### src/rtl/exec_sched.sv
// ---------------------------------------------------------------------------
// exec_sched -- Execute-stage scheduler for the multi-cycle FPU and matmul
// units. It launches one unit per instruction, stalls Execute and the earlier
// stages while that unit runs, and steers the result mux during the single
// DONE cycle. A per-run watchdog forces completion if the unit never reports
// done, and it raises a sticky timeout flag when that happens.
//
// Ports:
//   clk           in   clock, rising edge
//   reset         in   asynchronous, active-low reset
//   FPUStartE     in   FPU instruction in Execute
//   FPUControlE   in   [2:0] FPU operation code
//   MatmulStartE  in   matmul instruction in Execute
//   FPUDone       in   FPU completion pulse
//   MatmulDone    in   matmul completion pulse
//   TimeoutClr    in   clears ExecTimeout
//   FPUGo         out  one-cycle FPU launch pulse (registered)
//   FPUOp         out  [2:0] op code latched at the FPU launch
//   MatmulGo      out  one-cycle matmul launch pulse (registered)
//   StallE        out  stall Execute and earlier stages (combinational)
//   MatmulBusy    out  matmul in flight
//   ResSelE       out  [1:0] result select: 00 ALU, 01 FPU, 10 matmul
//   ExecTimeout   out  sticky: a unit failed to complete in time
// ---------------------------------------------------------------------------
module exec_sched #(
  parameter int TIMEOUT_CYCLES = 256  // legal range 2..1023
) (
  input  logic       clk,
  input  logic       reset,
  input  logic       FPUStartE,
  input  logic [2:0] FPUControlE,
  input  logic       MatmulStartE,
  input  logic       FPUDone,
  input  logic       MatmulDone,
  input  logic       TimeoutClr,
  output logic       FPUGo,
  output logic [2:0] FPUOp,
  output logic       MatmulGo,
  output logic       StallE,
  output logic       MatmulBusy,
  output logic [1:0] ResSelE,
  output logic       ExecTimeout
);

  typedef enum logic [1:0] {
    IDLE    = 2'd0,
    FPU_RUN = 2'd1,
    MM_RUN  = 2'd2,
    DONE    = 2'd3
  } stateT;

  localparam logic [9:0] LAST_CNT = 10'(TIMEOUT_CYCLES - 1);

  stateT      stateReg;
  logic [9:0] cycleCnt;

  logic running;
  logic unitDone;
  logic timeoutHit;

  assign running = (stateReg == FPU_RUN) || (stateReg == MM_RUN);

  // Only the done pulse of the unit that is actually running counts.
  assign unitDone = ((stateReg == FPU_RUN) && FPUDone) ||
                    ((stateReg == MM_RUN) && MatmulDone);

  // A done pulse arriving in the last allowed cycle still counts as a
  // normal completion, not a timeout.
  assign timeoutHit = running && !unitDone && (cycleCnt == LAST_CNT);

  // Combinational so the pipeline freezes in the same cycle the start is
  // seen; DONE releases the stall so the result can retire.
  assign StallE = ((stateReg == IDLE) && (FPUStartE || MatmulStartE)) || running;

  always_ff @(posedge clk or negedge reset) begin
    if (!reset) begin
      stateReg    <= IDLE;
      cycleCnt    <= '0;
      FPUGo       <= 1'b0;
      FPUOp       <= 3'b000;
      MatmulGo    <= 1'b0;
      MatmulBusy  <= 1'b0;
      ResSelE     <= 2'b00;
      ExecTimeout <= 1'b0;
    end else begin
      FPUGo    <= 1'b0;
      MatmulGo <= 1'b0;

      case (stateReg)
        IDLE: begin
          // FPU has priority; a simultaneous matmul request is dropped.
          if (FPUStartE) begin
            stateReg <= FPU_RUN;
            FPUOp    <= FPUControlE;
            FPUGo    <= 1'b1;
            cycleCnt <= '0;
          end else if (MatmulStartE) begin
            stateReg   <= MM_RUN;
            MatmulGo   <= 1'b1;
            MatmulBusy <= 1'b1;
            cycleCnt   <= '0;
          end
        end

        FPU_RUN, MM_RUN: begin
          if (unitDone || timeoutHit) begin
            stateReg   <= DONE;
            MatmulBusy <= 1'b0;
            ResSelE    <= (stateReg == FPU_RUN) ? 2'b01 : 2'b10;
          end else begin
            cycleCnt <= cycleCnt + 10'd1;
          end
        end

        DONE: begin
          // The finishing instruction is still in Execute this cycle, so its
          // start bits are deliberately not looked at here.
          stateReg <= IDLE;
          ResSelE  <= 2'b00;
        end

        default: begin
          stateReg <= IDLE;
        end
      endcase

      // Set has priority over clear.
      if (timeoutHit) begin
        ExecTimeout <= 1'b1;
      end else if (TimeoutClr) begin
        ExecTimeout <= 1'b0;
      end
    end
  end

endmodule

### config.mk
export PLATFORM = sky130hd
export DESIGN_NAME = exec_sched
export DESIGN_NICKNAME = d
export VERILOG_FILES = /design/src/rtl/exec_sched.sv
export SDC_FILE = /design/constraint.sdc
export NUM_CORES = 1
export LEC_CHECK = 0
export CAP_MARGIN = 10
export CORE_ASPECT_RATIO = 1.4
export CORE_UTILIZATION = 57
export DETAILED_ROUTE_END_ITERATION = 10
export PLACE_DENSITY = 0.8
export SYNTH_ARGS = -nofsm -noshare
export SYNTH_HDL_FRONTEND = slang
export SYNTH_SLANG_ARGS = --single-unit
### constraint.sdc
create_clock -name clk -period 5.8 [get_ports clk]
set_input_delay 1.74 -clock clk [delete_from_list [all_inputs] [get_ports clk]]
set_output_delay 1.74 -clock clk [all_outputs]
set_load 0.03 [all_outputs]
==> results.cfg, run 1 <==
[clocking]
clock_sinks = 21
cts_resized = 0
cts_buffers = 3
cts_hold_buf = 0
clk_pin_slew_ns = 0.12
cts_tree = yes
cts.path.max_buffers = 2
insertion_delay_ns = 0.31
cts_setup_buffers = 0
htreeDepth = 1
root_buffer = clkbuf_4

[die]
die_w_um = 42.6
fp.dieH_um = 58.8
io_pins = 20
fp.coreArea_mm2 = 0.00218
start_util_pct = 60.4
rows = 20
die-area_mm2 = 0.00251

[logic_synthesis]
yosys-top-cells-count = 21 x dfrtp_1, 16 x nand2_1, 10 x inv_1, 10 x nand3_1, 6 x ha_1
synth_warnings = 0
synth_area_per_cell_um2 = 9.89
synth.net_count = 149
synth_adder_area_share_pct = 5.71
synth.most_common_cell = dfrtp_1
yosysTopAreaCell = dfrtp_1
synth-seq-cells = 21
synth.distinct_cells = 46
synth_edf_count = 0
synth_mux_area_share_pct = 5.33
synthCells = 133
synth_compound_area_share_pct = 20.9
synthFlopType = dfrtp_1
ys_seq_area_share_pct = 40.0
yosys.area_share.simple_pct = 23.7
synthArstFlopShare_pct = 100
synthTopCellsByArea = dfrtp_1 40%, ha_1 5.7%, nand2_1 4.6%
synth_xor_area_share_pct = 0
synth_top_area_share_pct = 40.0
mappedNetlistArea_mm2 = 0.00132
synth_top_family_by_area = simple AND/OR/NAND/NOR gates

[critical_path]
r2r_end = cycleCnt[3]
crit_required_ns = 4.06
critPathLaunchType = primary input
reg2reg_depth = 6
regToRegStartpoint = stateReg[0]
cp-startpoint = FPUStartE
worst-path-max-fanout = 5
worstPathArrival_ns = 3.17
end_kind = primary output
crit_path_end = StallE
r2r_setup_slack_ns = 3.59
worst-setup-path-type = primary input to primary output

[global_route]
grt_pass1_wl_um = 4530
grt_max_degree = 25
grt_usage_pct = 23.4
antenna_found_initial = 0
overflow = 0
grt_pass1_vias = 1049

[timing]
maxSlewHeadroom_pct = 36.3
rsz0062_at_grt = false
timing.hold.ws_ns = 0.524
fin_setup_tns_ns = 0
worst_pin_slew_ns = 0.953
fin_skew_ns = 0.00378
max_freq_mhz = 204
fin_crit_ns = 4.91
period_share_pct = 84.6
finalHoldViolCount = 0
setup_violations = 0
finalMaxSlewViolations = 0

[cells_and_area]
diodes = 0
nNetsFinal = 170
design_area_mm2 = 0.00155
area_growth_pct = 17.7
drive_gt1_share_pct = 12.4

[detailed_routing]
firstDrtPassIters = 4
wire_per_inst_um = 15.3
num_vias = 1101
viasPerCell = 6.29
drc = 0
wirelength_um = 2670
drtAntennaViolNets = 0
first_iter_violations = 9

[flow_run]
cap_violations = 0

[pwr]
p_leak_nw = 0.660
vdd_ir_drop_max_v = 0.000471
power_density_mw_per_mm2 = 507

[placement]
portBuffers = 19
dpl.hpwl_um = 1970
place_area_mm2 = 0.00152
gp_congestion = 0.816

[run_status]
status = finished, final reports clean

[min_path]
hp-class = flip-flop to flip-flop
min-delay-start = FPUOp[2]
cells by family (layout without fill, tap and decap cells):
family          count (synthesis)  count (layout)
compound gates                 32              32
fa+ha+maj                       6               6
buf+inv                        14              34
flops                          21              21
mux                             6               6
simple gates                   54              54
where the power goes:
group          total, mW  switching (mW)  internal (mW)
clock network     0.0726          0.0468         0.0258
registers          0.225          0.0379          0.188
logic              0.487           0.283          0.204
cells in the final DEF (no fill, tap or decap), types with 3 or more instances in the layout:
cell,instances
a21oi_1,4
nand3_1,10
nor2_1,3
o21ai_0,5
clkbuf_4,3
dfrtp_1,21
nor3_1,3
ha_1,6
inv_1,10
or4_1,4
o22ai_1,3
clkdlybuf4s50_1,19
o211ai_1,4
mux2_2,4
nand2_1,16
sequential cells by signal, indices dropped and copies added, names as in the netlist:
register,flops
ExecTimeout,1
FPUGo,1
FPUOp,3
MatmulBusy,1
MatmulGo,1
ResSelE,2
cycleCnt,10
stateReg,2
through the flow:
| step | util, % | cells | setup WS, ns | power [mW] |
|---|---|---|---|---|
| 5_1_grt | 71.1 | 175 | 0.847 | 0.841 |
| 6_report | 71.1 | 175 | 0.893 | 0.785 |
| 4_1_cts | 71.1 | 175 | 0.883 | 0.789 |
| 3_5_place_dp | 69.8 | 171 | 0.883 | 0.713 |
| 2_1_floorplan | - | 133 | 1.97 | 0.581 |
| 3_3_place_gp | 69.8 | 171 | 0.936 | 0.707 |
critical path, cell delays in order:
cell and delay (ns):
clkdlybuf4s50_1 0.54, o21ai_0 0.13, nand2b_1 0.09, clkdlybuf4s50_1 0.66
how the worst min path moves through the flow:
stage,to,slack (ns),depth (start not counted)
6_report,FPUOp[2],0.52,1
5_1_grt,FPUOp[0],0.54,1
4_1_cts,FPUOp[2],0.53,1
3_5_place_dp,FPUOp[2],0.50,1
3_3_place_gp,FPUOp[0],0.49,1
2_1_floorplan,cycleCnt[8],0.48,1
routing by layer:
metal	wire length (um)	part of all wire (%)	vias to the layer above	track usage [%]
li1	-	-	536	-
met1	1160	44	532	28.5
met2	1350	51	25	41.5
met3	89	3.3	8	3.07
met4	63	2.4	0	9.38
met5	0	0	-	0
area by class of cell:
type / instances / area, um2
Clock buffer: 3 / 22.5
Clock inverter: 1 / 5.00
Fill cell: 171 / 629
Inverter: 10 / 37.5
Multi-Input combinational cell: 98 / 732
Sequential cell: 21 / 526
Tap cell: 22 / 27.5
Timing Repair Buffer: 20 / 198
(Power assumes the default switching activity.)
==> inputs of run 2 (changes only) <==
- CORE_UTILIZATION: 57 -> 53
- PLACE_DENSITY: 0.8 -> 0.75
- clock period: 5.8 -> 4.9 ns (I/O delays scaled with it)
==> run 2 against run 1 <==
  * Global-route usage grew 1.3 points
  * Clock power is 26% higher
  * Flip-flop and latch count unchanged
  * Non-clock buffer count unchanged
  * Sequential share of layout area about the same
  * Critical path type unchanged
  * Critical endpoint unchanged
  * Largest cell class unchanged
==> results.cfg, run 2 (synthesis gave the netlist of run 1 again) <==
[clocking]
cts_buffers = 3
htreeDepth = 1
clk_pin_slew_ns = 0.13
cts_resized = 0
cts_tree = yes
clock_sinks = 21
cts_hold_buf = 0
cts.path.max_buffers = 2
root_buffer = clkbuf_4
cts_setup_buffers = 0
insertion_delay_ns = 0.32

[critical_path]
crit_required_ns = 3.43
worst-path-max-fanout = 5
worst-setup-path-type = primary input to primary output
critPathLaunchType = primary input
worstPathArrival_ns = 2.87
r2r_end = cycleCnt[3]
cpMostUsedCell = clkdlybuf4s50_1
regToRegStartpoint = stateReg[0]
cpMaxStageDelayCell = clkdlybuf4s50_1
r2r_setup_slack_ns = 2.68
reg2reg_depth = 6
end_kind = primary output
path_cells = clkdlybuf4s50_1 > o21ai_0 > nand2b_1 > clkdlybuf4s50_1
cpPeakStageDelay_ns = 0.66

[timing]
period_share_pct = 88.6
maxSlewHeadroom_pct = 34.2
finalMaxSlewViolations = 0
fin_crit_ns = 4.34
rsz0062_at_grt = false
fin_skew_ns = 0.00323
timing.hold.ws_ns = 0.524
finalHoldViolCount = 0
max_freq_mhz = 230
worst_pin_slew_ns = 0.984
fin_setup_tns_ns = 0
setup_violations = 0
setup_ws_ns = 0.558

[detailed_routing]
first_iter_violations = 36
wirelength_um = 2960
num_vias = 1120
viasPerCell = 6.36
drtAntennaViolNets = 0
drc = 0
wire_per_inst_um = 16.8
firstDrtPassIters = 4

[die]
die_w_um = 44.1
fp.coreArea_mm2 = 0.00236
io_pins = 20
rows = 21
fp.dieH_um = 60.9
start_util_pct = 55.6
die-area_mm2 = 0.00269

[min_path]
min-delay-start = FPUOp[0]
hp-class = flip-flop to flip-flop
hold_path_depth = 1
hold_end = FPUOp[0]

[placement]
place_ws_ns = 0.561
dpl.hpwl_um = 2150
gp_congestion = 0.788
place_area_mm2 = 0.00152
portBuffers = 19

[cells_and_area]
reg_top3 = cycleCnt (10), FPUOp (3)
diodes = 0
final_common_cell = dfrtp_1
final_cell_mix = 21 x dfrtp_1, 19 x clkdlybuf4s50_1, 16 x nand2_1
max_flop_register = cycleCnt
design_area_mm2 = 0.00155
largest_reg_flops = 10
area_growth_pct = 17.8
drive_gt1_share_pct = 12.4
final_util_pct = 65.5
nNetsFinal = 170

[pwr]
p_leak_nw = 0.660
power_density_mw_per_mm2 = 612
vdd_ir_drop_max_v = 0.000496

[global_route]
grt_pass1_wl_um = 4850
grt_usage_pct = 24.7
antenna_found_initial = 0
overflow = 0
grt_max_degree = 25
grt_pass1_vias = 1130

[run_status]
status = finished, final reports clean

[flow_run]
cap_violations = 0
run 2: cell counts in the layout (fill, tap and decap cells not counted):
Identical to the previous run, type by type.
run 2: worst max path at each step:
stage	from	endpoint	slack [ns]	cells past startpoint
floorplan	FPUStartE	StallE	1.61	2
global placement	FPUStartE	StallE	0.57	4
detailed placement	FPUStartE	StallE	0.56	4
CTS	FPUStartE	StallE	0.56	4
global route	FPUStartE	StallE	0.45	4
finish	FPUStartE	StallE	0.56	4
run 2: where the power goes:
| part | leakage [nW] | switching (mW) | total, mW | internal (mW) |
|---|---|---|---|---|
| logic | 0.368 | 0.345 | 0.587 | 0.242 |
| clock network | 0.0177 | 0.0612 | 0.0918 | 0.0306 |
| registers | 0.274 | 0.0467 | 0.269 | 0.222 |
run 2: final cells by class:
class,count,area (um2)
Sequential cell,21,526
Timing Repair Buffer,20,198
Fill cell,201,816
Multi-Input combinational cell,98,732
Tap cell,23,28.8
Inverter,10,37.5
Clock buffer,3,22.5
Clock inverter,1,5.00
run 2: per-stage QoR:
| step | total power, mW | instances |
|---|---|---|
| after detailed placement | 0.857 | 172 |
| after global placement | 0.837 | 172 |
| final | 0.947 | 176 |
| after floorplan | 0.688 | 133 |
| after global routing | 1.01 | 176 |
| after CTS | 0.947 | 176 |
run 2: critical path: cells and delay by family:
kind                   cells  cell delay, ns
AO/OA/AOI/OAI              1            0.12
buffers and inverters      2            1.20
AND/OR/NAND/NOR            1            0.09
run 2: per-layer routing:
layer	track usage, %	up-vias	routed length, um
met5	0	-	0
li1	-	534	-
met4	11.3	0	43
met3	5.36	5	91
met2	45.6	29	1600
met1	26.4	552	1230
